File: src/rtl/mem_port_arbiter_pkg.sv
// Shared constants and types for the memory port arbiter.
package mem_port_arbiter_pkg;

  // Requester identifiers recorded in the outstanding-ID FIFO.
  localparam logic PORT_INST = 1'b0;
  localparam logic PORT_DATA = 1'b1;

  // Access size encodings carried on the size fields.
  localparam logic [1:0] SIZE_B = 2'd0;
  localparam logic [1:0] SIZE_H = 2'd1;
  localparam logic [1:0] SIZE_W = 2'd2;

  // Arbiter states: free to pick a requester, or holding a granted address phase.
  typedef enum logic {
    ARB_IDLE,
    ARB_LOCK
  } arb_state_e;

endpackage

File: src/rtl/mem_port_arbiter_if.sv
// SRAM-like request/response bus used by both requesters and the downstream port.
interface mem_port_arbiter_if #(
  parameter int unsigned ADDR_W = 32,
  parameter int unsigned DATA_W = 32
);
  logic              req;
  logic              wr;
  logic [1:0]        size;
  logic [ADDR_W-1:0] addr;
  logic [3:0]        wstrb;
  logic [DATA_W-1:0] wdata;
  logic              addr_ok;
  logic              data_ok;
  logic [DATA_W-1:0] rdata;

  // Issues requests and consumes handshakes/responses.
  modport master (
    output req, wr, size, addr, wstrb, wdata,
    input  addr_ok, data_ok, rdata
  );

  // Accepts requests and produces handshakes/responses.
  modport slave (
    input  req, wr, size, addr, wstrb, wdata,
    output addr_ok, data_ok, rdata
  );
endinterface

File: src/rtl/mem_port_arbiter_id_fifo.sv
// In-order FIFO of 1-bit requester IDs for accepted-but-unanswered requests.
module id_fifo #(
  parameter int unsigned DEPTH = 2
) (
  input  logic clk,
  input  logic rst_n,
  input  logic push_i,
  input  logic din_i,
  input  logic pop_i,
  output logic full_o,
  output logic empty_o,
  output logic head_o
);

  localparam int unsigned PTR_W = (DEPTH > 1) ? $clog2(DEPTH) : 1;
  localparam int unsigned CNT_W = $clog2(DEPTH) + 1;

  logic [DEPTH-1:0] slots_q, slots_d;
  logic [PTR_W-1:0] wr_ptr_q, wr_ptr_d;
  logic [PTR_W-1:0] rd_ptr_q, rd_ptr_d;
  logic [CNT_W-1:0] count_q, count_d;
  logic             do_push, do_pop;

  function automatic logic [PTR_W-1:0] next_ptr(input logic [PTR_W-1:0] p);
    return (p == PTR_W'(DEPTH - 1)) ? '0 : p + 1'b1;
  endfunction

  assign full_o  = (count_q == CNT_W'(DEPTH));
  assign empty_o = (count_q == '0);
  assign head_o  = slots_q[rd_ptr_q];

  // A full FIFO still takes a push in the cycle it pops: the freed slot is the one written.
  assign do_push = push_i && (!full_o || pop_i);
  assign do_pop  = pop_i && !empty_o;

  // Next pointer, count and storage values.
  always_comb begin
    slots_d  = slots_q;
    wr_ptr_d = wr_ptr_q;
    rd_ptr_d = rd_ptr_q;
    count_d  = count_q;
    if (do_push) begin
      slots_d[wr_ptr_q] = din_i;
      wr_ptr_d          = next_ptr(wr_ptr_q);
    end
    if (do_pop) begin
      rd_ptr_d = next_ptr(rd_ptr_q);
    end
    case ({do_push, do_pop})
      2'b10:   count_d = count_q + 1'b1;
      2'b01:   count_d = count_q - 1'b1;
      default: count_d = count_q;
    endcase
  end

  // FIFO state registers.
  always_ff @(posedge clk or negedge rst_n) begin
    if (!rst_n) begin
      slots_q  <= '0;
      wr_ptr_q <= '0;
      rd_ptr_q <= '0;
      count_q  <= '0;
    end else begin
      slots_q  <= slots_d;
      wr_ptr_q <= wr_ptr_d;
      rd_ptr_q <= rd_ptr_d;
      count_q  <= count_d;
    end
  end

endmodule

File: src/rtl/mem_port_arbiter.sv
// Shares one SRAM-like memory port between instruction fetch (port 0) and data (port 1),
// holding each grant until its address is accepted and routing responses in order.
module mem_port_arbiter
  import mem_port_arbiter_pkg::*;
#(
  parameter int unsigned MAX_OUTSTANDING = 2,
  parameter int unsigned ADDR_W          = 32,
  parameter int unsigned DATA_W          = 32
) (
  input  logic                clk,
  input  logic                resetn,
  mem_port_arbiter_if.slave   inst_if,
  mem_port_arbiter_if.slave   data_if,
  mem_port_arbiter_if.master  mem_if
);

  arb_state_e        state_q, state_d;
  logic              grant_q, grant_d;
  logic              sel;
  logic              req_live;
  logic              mem_req;
  logic              push, pop;
  logic              fifo_full, fifo_empty, head_id;
  logic [ADDR_W-1:0] addr_mux;
  logic [DATA_W-1:0] wdata_mux;

  // Grant selection and next state; the full check uses the registered count only.
  always_comb begin
    state_d  = state_q;
    grant_d  = grant_q;
    sel      = grant_q;
    req_live = 1'b0;
    unique case (state_q)
      ARB_IDLE: begin
        if (!fifo_full) begin
          if (data_if.req) begin
            sel      = PORT_DATA;
            req_live = 1'b1;
          end else if (inst_if.req) begin
            sel      = PORT_INST;
            req_live = 1'b1;
          end
          if (req_live && !mem_if.addr_ok) begin
            state_d = ARB_LOCK;
            grant_d = sel;
          end
        end
      end
      ARB_LOCK: begin
        sel      = grant_q;
        req_live = 1'b1;
        if (mem_if.addr_ok) begin
          state_d = ARB_IDLE;
        end
      end
      default: state_d = ARB_IDLE;
    endcase
  end

  // Arbiter state and latched grant.
  always_ff @(posedge clk or negedge resetn) begin
    if (!resetn) begin
      state_q <= ARB_IDLE;
      grant_q <= PORT_INST;
    end else begin
      state_q <= state_d;
      grant_q <= grant_d;
    end
  end

  // Request is forced low while reset is asserted so nothing leaks downstream.
  assign mem_req = req_live && resetn;
  assign push    = mem_req && mem_if.addr_ok;
  assign pop     = mem_if.data_ok && !fifo_empty && resetn;

  assign addr_mux  = (sel == PORT_DATA) ? data_if.addr  : inst_if.addr;
  assign wdata_mux = (sel == PORT_DATA) ? data_if.wdata : inst_if.wdata;

  assign mem_if.req   = mem_req;
  assign mem_if.wr    = (sel == PORT_DATA) ? data_if.wr    : inst_if.wr;
  assign mem_if.size  = (sel == PORT_DATA) ? data_if.size  : inst_if.size;
  assign mem_if.wstrb = (sel == PORT_DATA) ? data_if.wstrb : inst_if.wstrb;
  assign mem_if.addr  = addr_mux;
  assign mem_if.wdata = wdata_mux;

  assign inst_if.addr_ok = push && (sel == PORT_INST);
  assign data_if.addr_ok = push && (sel == PORT_DATA);

  assign inst_if.data_ok = pop && (head_id == PORT_INST);
  assign data_if.data_ok = pop && (head_id == PORT_DATA);
  assign inst_if.rdata   = mem_if.rdata;
  assign data_if.rdata   = mem_if.rdata;

  id_fifo #(
    .DEPTH(MAX_OUTSTANDING)
  ) u_id_fifo (
    .clk     (clk),
    .rst_n   (resetn),
    .push_i  (push),
    .din_i   (sel),
    .pop_i   (pop),
    .full_o  (fifo_full),
    .empty_o (fifo_empty),
    .head_o  (head_id)
  );

  // A response with no recorded requester is dropped; flag it in simulation.
  assert property (@(posedge clk) disable iff (!resetn) mem_if.data_ok |-> !fifo_empty)
    else $error("mem_port_arbiter: mem_data_ok with no outstanding request");

endmodule

File: src/flat_wrapper.sv
// flat-port wrapper written by rule: the top's interface ports become plain ports
module mem_port_arbiter_flat import mem_port_arbiter_pkg::*;
#(
  parameter int unsigned MAX_OUTSTANDING = 2,
  parameter int unsigned ADDR_W          = 32,
  parameter int unsigned DATA_W          = 32
)
  (clk, resetn, inst_if_req, inst_if_wr, inst_if_size, inst_if_addr, inst_if_wstrb, inst_if_wdata, inst_if_addr_ok, inst_if_data_ok, inst_if_rdata, data_if_req, data_if_wr, data_if_size, data_if_addr, data_if_wstrb, data_if_wdata, data_if_addr_ok, data_if_data_ok, data_if_rdata, mem_if_req, mem_if_wr, mem_if_size, mem_if_addr, mem_if_wstrb, mem_if_wdata, mem_if_addr_ok, mem_if_data_ok, mem_if_rdata);
  mem_port_arbiter_if #(.ADDR_W(ADDR_W), .DATA_W(DATA_W)) inst_if_i ();
  mem_port_arbiter_if #(.ADDR_W(ADDR_W), .DATA_W(DATA_W)) data_if_i ();
  mem_port_arbiter_if #(.ADDR_W(ADDR_W), .DATA_W(DATA_W)) mem_if_i ();
  input  logic clk;
  input  logic resetn;
  input wire logic [$bits(inst_if_i.req)-1:0] inst_if_req;
  input wire logic [$bits(inst_if_i.wr)-1:0] inst_if_wr;
  input wire logic [$bits(inst_if_i.size)-1:0] inst_if_size;
  input wire logic [$bits(inst_if_i.addr)-1:0] inst_if_addr;
  input wire logic [$bits(inst_if_i.wstrb)-1:0] inst_if_wstrb;
  input wire logic [$bits(inst_if_i.wdata)-1:0] inst_if_wdata;
  output wire logic [$bits(inst_if_i.addr_ok)-1:0] inst_if_addr_ok;
  output wire logic [$bits(inst_if_i.data_ok)-1:0] inst_if_data_ok;
  output wire logic [$bits(inst_if_i.rdata)-1:0] inst_if_rdata;
  input wire logic [$bits(data_if_i.req)-1:0] data_if_req;
  input wire logic [$bits(data_if_i.wr)-1:0] data_if_wr;
  input wire logic [$bits(data_if_i.size)-1:0] data_if_size;
  input wire logic [$bits(data_if_i.addr)-1:0] data_if_addr;
  input wire logic [$bits(data_if_i.wstrb)-1:0] data_if_wstrb;
  input wire logic [$bits(data_if_i.wdata)-1:0] data_if_wdata;
  output wire logic [$bits(data_if_i.addr_ok)-1:0] data_if_addr_ok;
  output wire logic [$bits(data_if_i.data_ok)-1:0] data_if_data_ok;
  output wire logic [$bits(data_if_i.rdata)-1:0] data_if_rdata;
  output wire logic [$bits(mem_if_i.req)-1:0] mem_if_req;
  output wire logic [$bits(mem_if_i.wr)-1:0] mem_if_wr;
  output wire logic [$bits(mem_if_i.size)-1:0] mem_if_size;
  output wire logic [$bits(mem_if_i.addr)-1:0] mem_if_addr;
  output wire logic [$bits(mem_if_i.wstrb)-1:0] mem_if_wstrb;
  output wire logic [$bits(mem_if_i.wdata)-1:0] mem_if_wdata;
  input wire logic [$bits(mem_if_i.addr_ok)-1:0] mem_if_addr_ok;
  input wire logic [$bits(mem_if_i.data_ok)-1:0] mem_if_data_ok;
  input wire logic [$bits(mem_if_i.rdata)-1:0] mem_if_rdata;
  assign inst_if_i.req = inst_if_req;
  assign inst_if_i.wr = inst_if_wr;
  assign inst_if_i.size = inst_if_size;
  assign inst_if_i.addr = inst_if_addr;
  assign inst_if_i.wstrb = inst_if_wstrb;
  assign inst_if_i.wdata = inst_if_wdata;
  assign inst_if_addr_ok = inst_if_i.addr_ok;
  assign inst_if_data_ok = inst_if_i.data_ok;
  assign inst_if_rdata = inst_if_i.rdata;
  assign data_if_i.req = data_if_req;
  assign data_if_i.wr = data_if_wr;
  assign data_if_i.size = data_if_size;
  assign data_if_i.addr = data_if_addr;
  assign data_if_i.wstrb = data_if_wstrb;
  assign data_if_i.wdata = data_if_wdata;
  assign data_if_addr_ok = data_if_i.addr_ok;
  assign data_if_data_ok = data_if_i.data_ok;
  assign data_if_rdata = data_if_i.rdata;
  assign mem_if_req = mem_if_i.req;
  assign mem_if_wr = mem_if_i.wr;
  assign mem_if_size = mem_if_i.size;
  assign mem_if_addr = mem_if_i.addr;
  assign mem_if_wstrb = mem_if_i.wstrb;
  assign mem_if_wdata = mem_if_i.wdata;
  assign mem_if_i.addr_ok = mem_if_addr_ok;
  assign mem_if_i.data_ok = mem_if_data_ok;
  assign mem_if_i.rdata = mem_if_rdata;
  mem_port_arbiter #(.MAX_OUTSTANDING(MAX_OUTSTANDING), .ADDR_W(ADDR_W), .DATA_W(DATA_W)) u_core (.clk(clk), .resetn(resetn), .inst_if(inst_if_i), .data_if(data_if_i), .mem_if(mem_if_i));
endmodule
File: config.mk
export PLATFORM = sky130hd
export DESIGN_NAME = mem_port_arbiter_flat
export DESIGN_NICKNAME = d
export VERILOG_FILES = /design/src/rtl/mem_port_arbiter_pkg.sv /design/src/rtl/mem_port_arbiter_if.sv /design/src/rtl/mem_port_arbiter_id_fifo.sv /design/src/rtl/mem_port_arbiter.sv /design/src/flat_wrapper.sv
export SDC_FILE = /design/constraint.sdc
export NUM_CORES = 1
export LEC_CHECK = 0
export ABC_AREA = 1
export CAP_MARGIN = 10
export CORE_AREA = 2 2 125 127
export CTS_BUF_LIST = sky130_fd_sc_hd__clkbuf_8
export CTS_CLUSTER_SIZE = 40
export DETAILED_ROUTE_END_ITERATION = 8
export DIE_AREA = 0 0 127 129
export SETUP_SLACK_MARGIN = 0.3
export SLEW_MARGIN = 20
export SYNTH_ARGS = -nofsm -noshare
export SYNTH_HDL_FRONTEND = slang
export SYNTH_SLANG_ARGS = --single-unit
File: constraint.sdc
create_clock -name clk -period 2 [get_ports clk]
set_clock_uncertainty 0.05 [all_clocks]
set_input_delay 0.4 -clock clk [delete_from_list [all_inputs] [get_ports clk]]
set_output_delay 0.4 -clock clk [all_outputs]
set_load 0.02 [all_outputs]
==> results of run 1 <==
cell type report:
cell class | count | area (um2)
Timing Repair Buffer | 274 | 3140
Tap cell | 188 | 235
Sequential cell | 8 | 200
Multi-Input combinational cell | 253 | 1650
Fill cell | 1534 | 9650
Inverter | 12 | 63.8
Clock buffer | 3 | 41.3
routing by layer:
metal | part of all wire [%] | track usage [%] | vias up
li1 | - | - | 1394
met1 | 36 | 13.0 | 1267
met2 | 50 | 21.4 | 201
met3 | 10 | 3.33 | 31
met4 | 3.3 | 2.65 | 0
met5 | 0 | 0 | -
logic make-up after synthesis:
family,after synthesis,share of synthesized area [%]
buf+inv,91,34.8
xor+xnor,4,1.85
flops,8,10.6
compound gates,13,4.22
fa+ha+maj,1,0.660
simple gates,235,47.9
synth_stat cells (all sizes together):
cell type  number
inv            12
a21boi          1
nand3           3
a31oi           1
xnor2           1
ha              1
clkbuf          6
nor2            7
dfrtp           8
o21bai          3
nand2         224
buf            73
o21ai           2
xor2            3
nand4           1
a21oi           6
registers in the layout, summed over array words and instances (netlist names):
signal / cells
u_core.grant_q: 1
u_core.state_q: 1
u_core.u_id_fifo.count_q: 2
u_core.u_id_fifo.rd_ptr_q: 1
u_core.u_id_fifo.slots_q: 2
u_core.u_id_fifo.wr_ptr_q: 1
per-stage QoR:
stage,worst slack [ns],util [%],cell area (um2)
final,-0.169,35.6,5330
after global routing,-0.228,35.6,5330
after CTS,-0.170,32.4,4860
after detailed placement,-0.750,27.5,4110
after global placement,-0.738,27.5,4110
after floorplan,0.267,-,2060
what timing repair did:
action                                  CTS  global route
setup buffers                            10             6
pin swaps                                19            25
cloned                                   11             3
gates resized for setup                 522            91
endpoints found under the setup margin   78            80
worst max-delay path: stages (launching register included):
cell	delay (ns)
dfrtp_1	0.40
nor2_4	0.21
nor2_4	0.06
nand2_4	0.08
nand2_8	0.11
inv_16	0.13
buf_8	0.12
clkbuf_16	0.15
nand2_4	0.05
nand2_2	0.07
buf_6	0.11
power breakdown:
group | switching [mW] | total [mW] | leakage [nW] | internal (mW)
logic | 3.15 | 6.49 | 2.43 | 3.34
clock network | 0.0674 | 0.198 | 0.0216 | 0.131
registers | 0.0635 | 0.304 | 0.0924 | 0.240
total | 3.28 | 7.00 | 2.54 | 3.71
final timing paths:
| path | start | cells after the start | to |
|---|---|---|---|
| min in group clk | u_core.u_id_fifo.rd_ptr_q | 1 | u_core.u_id_fifo.rd_ptr_q |
| max in group asynchronous | resetn | 3 | u_core.u_id_fifo.slots_q[1] |
| setup / recovery | u_core.u_id_fifo.count_q[0] | 10 | mem_if_wdata[21] |
| hold / removal | resetn | 2 | u_core.u_id_fifo.count_q[0] |
| setup reg to reg | u_core.u_id_fifo.count_q[0] | 13 | u_core.u_id_fifo.count_q[1] |
| hold reg to reg | u_core.u_id_fifo.rd_ptr_q | 1 | u_core.u_id_fifo.rd_ptr_q |
==> key figures, run 1 <==
CTS
  – Num CTS Buffers: 3
  – Total clock sinks: 8
  – CTS tree: yes
  – Clock Latency Late Sink: 0.23 ns
  – Clk buf depth: 2
  – Clock Pin Slew Worst Setup and Hold Paths: 0.04 ns
  – Htree depth: 1
  – CTS root buffer: clkbuf_8
  – Hold buffers post-CTS: 0

Timing
  – PnR worst setup slack: -0.169 ns
  – Pin slew with the least headroom to its limit: a little over 0.3 ns
  – Fin. Hold Viols: 0
  – Final Max Tran Viols: 0
  – RSZ-0062 raised after global routing: true
  – Min cycle time layout: 2.17 ns
  – Relative max-transition margin: 79.5%
  – Final setup TNS: -8.12 ns
  – Final setup vio count: 73
  – Final period util: 108%
  – Fmax achieved: 461 MHz
  – Fin Hold WS: between 0.15 and 0.2 ns

Synth
  – Number of library cell types mapped by synthesis: 25
  – Syn avg cell area: 5.39 um2
  – Largest cells by area after synthesis: nand2_1, buf_4, dfrtp_1
  – Area share of the largest cell type after synthesis: about 44%
  – Mapped cell area: 1900 um2
  – Synthesis Warnings: 0
  – Syn nets: about 530
  – Yosys reg bits: 8
  – Post-synthesis sequential area ratio: 10.6%
  – Post-Synthesis Cells: 352
  – Largest area contributor in the netlist: nand2_1

Route
  – Via count: ~2900
  – DRT Wirelength: 11000 um
  – Post-DR wirelength/cell: 14.9 um
  – Routed Antenna Nets: 0
  – Iteration-0 DRC Markers: 58
  – Drt pass-1 iters: 4
  – DRC Markers: 0
  – Vias per inst: 3.92

Floorplanning
  – Row Count: 45
  – Initial Util: between 10% and 20%
  – Die W: 127 um
  – Die area: 16400 um2
  – IO Pins: between 300 and 400
  – Die Y: 129 um
  – Placeable core area: 15000 um2

Layout
  – Final Non-Filler Cells: approximately 740
  – Area grow syn2layout: 181%
  – # diodes: 0
  – Layout cells sized above 1: 51.5%
  – Most frequent cells in the layout: clkdlybuf4s50_1, nand2_2, nand2_1
  – Commonest non-fill, non-tap cell in the layout: clkdlybuf4s50_1
  – Final nets: between 700 and 800

Placed design
  – HPWL Detailed: 6790 um
  – IO buf count: 223
  – Routability cong.: 0.681
  – Dpl cells: 705

Critical path
  – R2R Setup Slk: ~0.01 ns
  – Critical path class: reg2out
  – CP required: 1.55 ns
  – CP Launch Type: flop
  – Critical Path AT: 1.72 ns
  – Endpoint class of the critical path: output pin
  – CP Max Fanout: 8

Run status
  – Status: finished, violations left
  – Failing checks: setup timing

Power and ir drop
  – Final Power: around 7 mW
  – Leakage: ~2.5 nW
  – Power Density: 1310 nW/um2
  – Peak supply drop: 514 uV

Global routing
  – Pin count of the biggest net entering global routing: 34
  – Initial antenna violation count: 0
  – Grt total ovfl: 0
  – Vias in the first global route: around 2800
  – Gr usage total: between 10% and 20%
  – First-pass GRT wire length: 14600 um

Worst hold path
  – Hold Path Class: in2async

Flow run
  – Max_cap viols: 0
No activity file was read; power rests on OpenSTA's default activity.
==> run 2: changes to the inputs <==
--- a/config.mk
+++ b/config.mk
@@ -5,13 +5,14 @@
 export SDC_FILE = /design/constraint.sdc
 export NUM_CORES = 1
 export LEC_CHECK = 0
-export ABC_AREA = 1
+export ABC_AREA = 0
+export ABC_CLOCK_PERIOD_IN_PS = 2000
 export CAP_MARGIN = 10
-export CORE_AREA = 2 2 125 127
+export CORE_AREA = 2 2 124 126
 export CTS_BUF_LIST = sky130_fd_sc_hd__clkbuf_8
 export CTS_CLUSTER_SIZE = 40
 export DETAILED_ROUTE_END_ITERATION = 8
-export DIE_AREA = 0 0 127 129
+export DIE_AREA = 0 0 126 128
 export SETUP_SLACK_MARGIN = 0.3
 export SLEW_MARGIN = 20
 export SYNTH_ARGS = -nofsm -noshare
==> key figures, run 2 <==
Critical path
  – Critical Path AT: 2.02 ns
  – CP required: 1.55 ns
  – Endpoint class of the critical path: output pin
  – CP Launch Type: flop
  – Bufs and invs on worst path: 5
  – CP max stage cell: dfrtp_1
  – Crit path largest cell delay: 0.41 ns
  – CP Max Fanout: 6
  – Top Family by Delay on Critical Path: buffers and inverters
  – CP cell instances: nand2b_4, o21ai_4, o31ai_4, buf_6, buf_12, buf_12, buf_16, mux2_4, buf_6
  – Critical path class: reg2out

Power and ir drop
  – Leakage: 2.21 nW
  – Power Density: 1250 nW/um2
  – Peak supply drop: about 470 uV
  – Final Power: 6.07 mW

Synth
  – Post-Synthesis Cells: 187
  – Post-synth EDFFs: 0
  – Most used DFF post-synth: dfrtp_1
  – Most frequent cell after synthesis: buf_4
  – Number of library cell types mapped by synthesis: 27
  – Asr flop ratio synth: between 90% and 100%
  – Syn nets: 368
  – Syn avg cell area: ~10 um2
  – Mapped cell area: 1950 um2
  – Post-Synth Simple-Gate Area: roughly 5.4%
  – Compound-Gate Fraction of Synth Area: 2.12%
  – Post-synthesis sequential area ratio: 10.3%
  – Area share of the largest cell type after synthesis: 30.8%
  – Synth Area in Adders: 0.641%
  – Yosys reg bits: 8
  – Largest area contributor in the netlist: mux2_4
  – XOR/XNOR Fraction of Synth Area: 2.25%
  – Post-synthesis mux area share: approximately half
  – Largest cells by area after synthesis: mux2_4, buf_4, mux2_2
  – Synth top cells by count: buf_4, mux2_4, mux2_2
  – Largest family of logic cells by synthesized area: multiplexers
  – Synthesis Warnings: 0

CTS
  – Clock Pin Slew Worst Setup and Hold Paths: 0.04 ns
  – Total clock sinks: 8
  – CTS root buffer: clkbuf_8
  – Clk buf depth: 2
  – Htree depth: 1
  – CTS tree: yes
  – Clock Latency Late Sink: 0.23 ns
  – Num CTS Buffers: 3
  – Hold buffers post-CTS: 0

Layout
  – Layout cells sized above 1: 54.8%
  – # diodes: 0
  – Fill cells: 1508
  – Final nets: 568
  – Top Registers: u_core.u_id_fifo.count_q (2), u_core.u_id_fifo.slots_q (2)
  – Commonest non-fill, non-tap cell in the layout: clkdlybuf4s50_1
  – Core Util, Final: about a third
  – Area grow syn2layout: 148%
  – Finished Cell Area: 4830 um2
  – Final Non-Filler Cells: 573
  – Most frequent cells in the layout: clkdlybuf4s50_1, buf_6, mux2_4

Route
  – Vias per inst: 3.82
  – Drt pass-1 iters: 4
  – Via count: 2186
  – Iteration-0 DRC Markers: 63
  – Post-DR wirelength/cell: 19.7 um
  – DRC Markers: 0
  – Routed Antenna Nets: 0
  – DRT Wirelength: 11300 um

Placed design
  – Post-DP Area: 4050 um2
  – HPWL Detailed: 8760 um
  – Routability cong.: 0.830
  – Dpl cells: 541
  – IO buf count: 223

Floorplanning
  – Die W: roughly 130 um
  – Initial Util: 13.1%
  – IO Pins: 320
  – Die Y: 128 um
  – Placeable core area: 14900 um2
  – Row Count: 45
  – Die area: 16100 um2

Timing
  – PnR worst setup slack: -0.465 ns
  – Final setup TNS: -27.02 ns
  – Min cycle time layout: between 2 and 2.5 ns
  – Final period util: 123%
  – Relative max-transition margin: 83.0%
  – RSZ-0062 raised after global routing: true
  – Fmax achieved: 406 MHz
  – Final setup vio count: between 70 and 80
  – Pin slew with the least headroom to its limit: roughly 0.25 ns
  – Final Max Tran Viols: 0
  – Fin. Hold Viols: 0

Flow run
  – Max_cap viols: 0

Run status
  – Failing checks: setup timing
  – Status: finished, violations left

Global routing
  – Vias in the first global route: about 2300
  – Pin count of the biggest net entering global routing: 12
  – First-pass GRT wire length: 15400 um
  – Grt total ovfl: 0
  – Gr usage total: 12.7%
  – Initial antenna violation count: 0

Worst hold path
  – Hold Path Class: in2async
==> run 2: cell count changes in the layout (fill, tap and decap cells not counted), sizes merged, moves of 3 or more <==
cell,before,now
inv,12,2
a21oi,6,0
xnor2,1,4
mux2,0,73
nor2b,0,4
buf,124,119
nand2,224,2
==> run 2: layout make-up <==
class	instances	area [um2]	area share, %
repair buffers	267	2950	61.0
multi-input cells	105	1400	29.0
well taps	188	235	4.87
flip-flops and latches	8	200	4.14
clock buffers	3	41.3	0.854
inverters	2	10.0	0.207
==> run 2: path summary, 6_finish.rpt <==
kind | end | start | slack, ns | depth (start not counted)
worst min-delay path | u_core.u_id_fifo.count_q[0] | resetn | 0.22 | 2
worst max register to register | u_core.u_id_fifo.count_q[1] | u_core.u_id_fifo.count_q[0] | 0.07 | 11
max in group asynchronous | u_core.u_id_fifo.slots_q[0] | resetn | 1.53 | 2
worst min register to register | u_core.u_id_fifo.rd_ptr_q | u_core.u_id_fifo.rd_ptr_q | 0.45 | 1
worst max-delay path | mem_if_addr[1] | u_core.state_q | -0.47 | 9
min in group clk | u_core.u_id_fifo.rd_ptr_q | u_core.u_id_fifo.rd_ptr_q | 0.45 | 1
==> run 2: worst reg2reg max path: stages (launching register included) <==
cell	delay, ns
dfrtp_1	0.41
buf_6	0.13
buf_6	0.10
buf_6	0.11
o211ai_1	0.21
buf_4	0.17
buf_6	0.10
inv_4	0.03
ha_4	0.15
xnor2_2	0.13
nor2_2	0.09
xor2_1	0.15
==> run 2: timing repair <==
action,CTS,global route
pin swaps,9,3
gates resized for setup,478,46
buffers inserted,15,6
gates cloned,7,1
setup endpoints to repair,79,80
endpoints found under the hold margin,0,0
==> run 2: layer usage <==
layer  wire [um]  track usage, %  vias to the layer above
met3        1060            4.26                        4
met4          38            1.55                        0
met5           0               0                        -
met2        5210            20.0                      168
li1            -               -                      977
met1        4980            17.5                     1037
==> run 2: cell families (layout without fill, tap and decap cells) <==
family / count (synthesis) / count (layout)
AO/OA/AOI/OAI: 5 / 5
adder cells (fa/ha/maj): 1 / 1
AND/OR/NAND/NOR: 20 / 20
buffers and inverters: 74 / 272
flip-flops: 8 / 8
multiplexers: 74 / 74
XOR/XNOR: 5 / 5
==> run 2: power breakdown <==
part | leakage [nW] | total (mW) | internal [mW] | switching, mW
Sequential | 0.0942 | 0.312 | 0.243 | 0.0695
Combinational | 2.09 | 5.56 | 3.39 | 2.16
Clock | 0.0216 | 0.197 | 0.131 | 0.0668
==> run 2: through the flow <==
step           setup slack, ns  hold WS [ns]
3_5_place_dp            -0.998         0.439
4_1_cts                 -0.483         0.213
3_3_place_gp            -0.934         0.426
2_1_floorplan           0.0686        0.0544
6_report                -0.465         0.216
5_1_grt                 -0.532         0.229
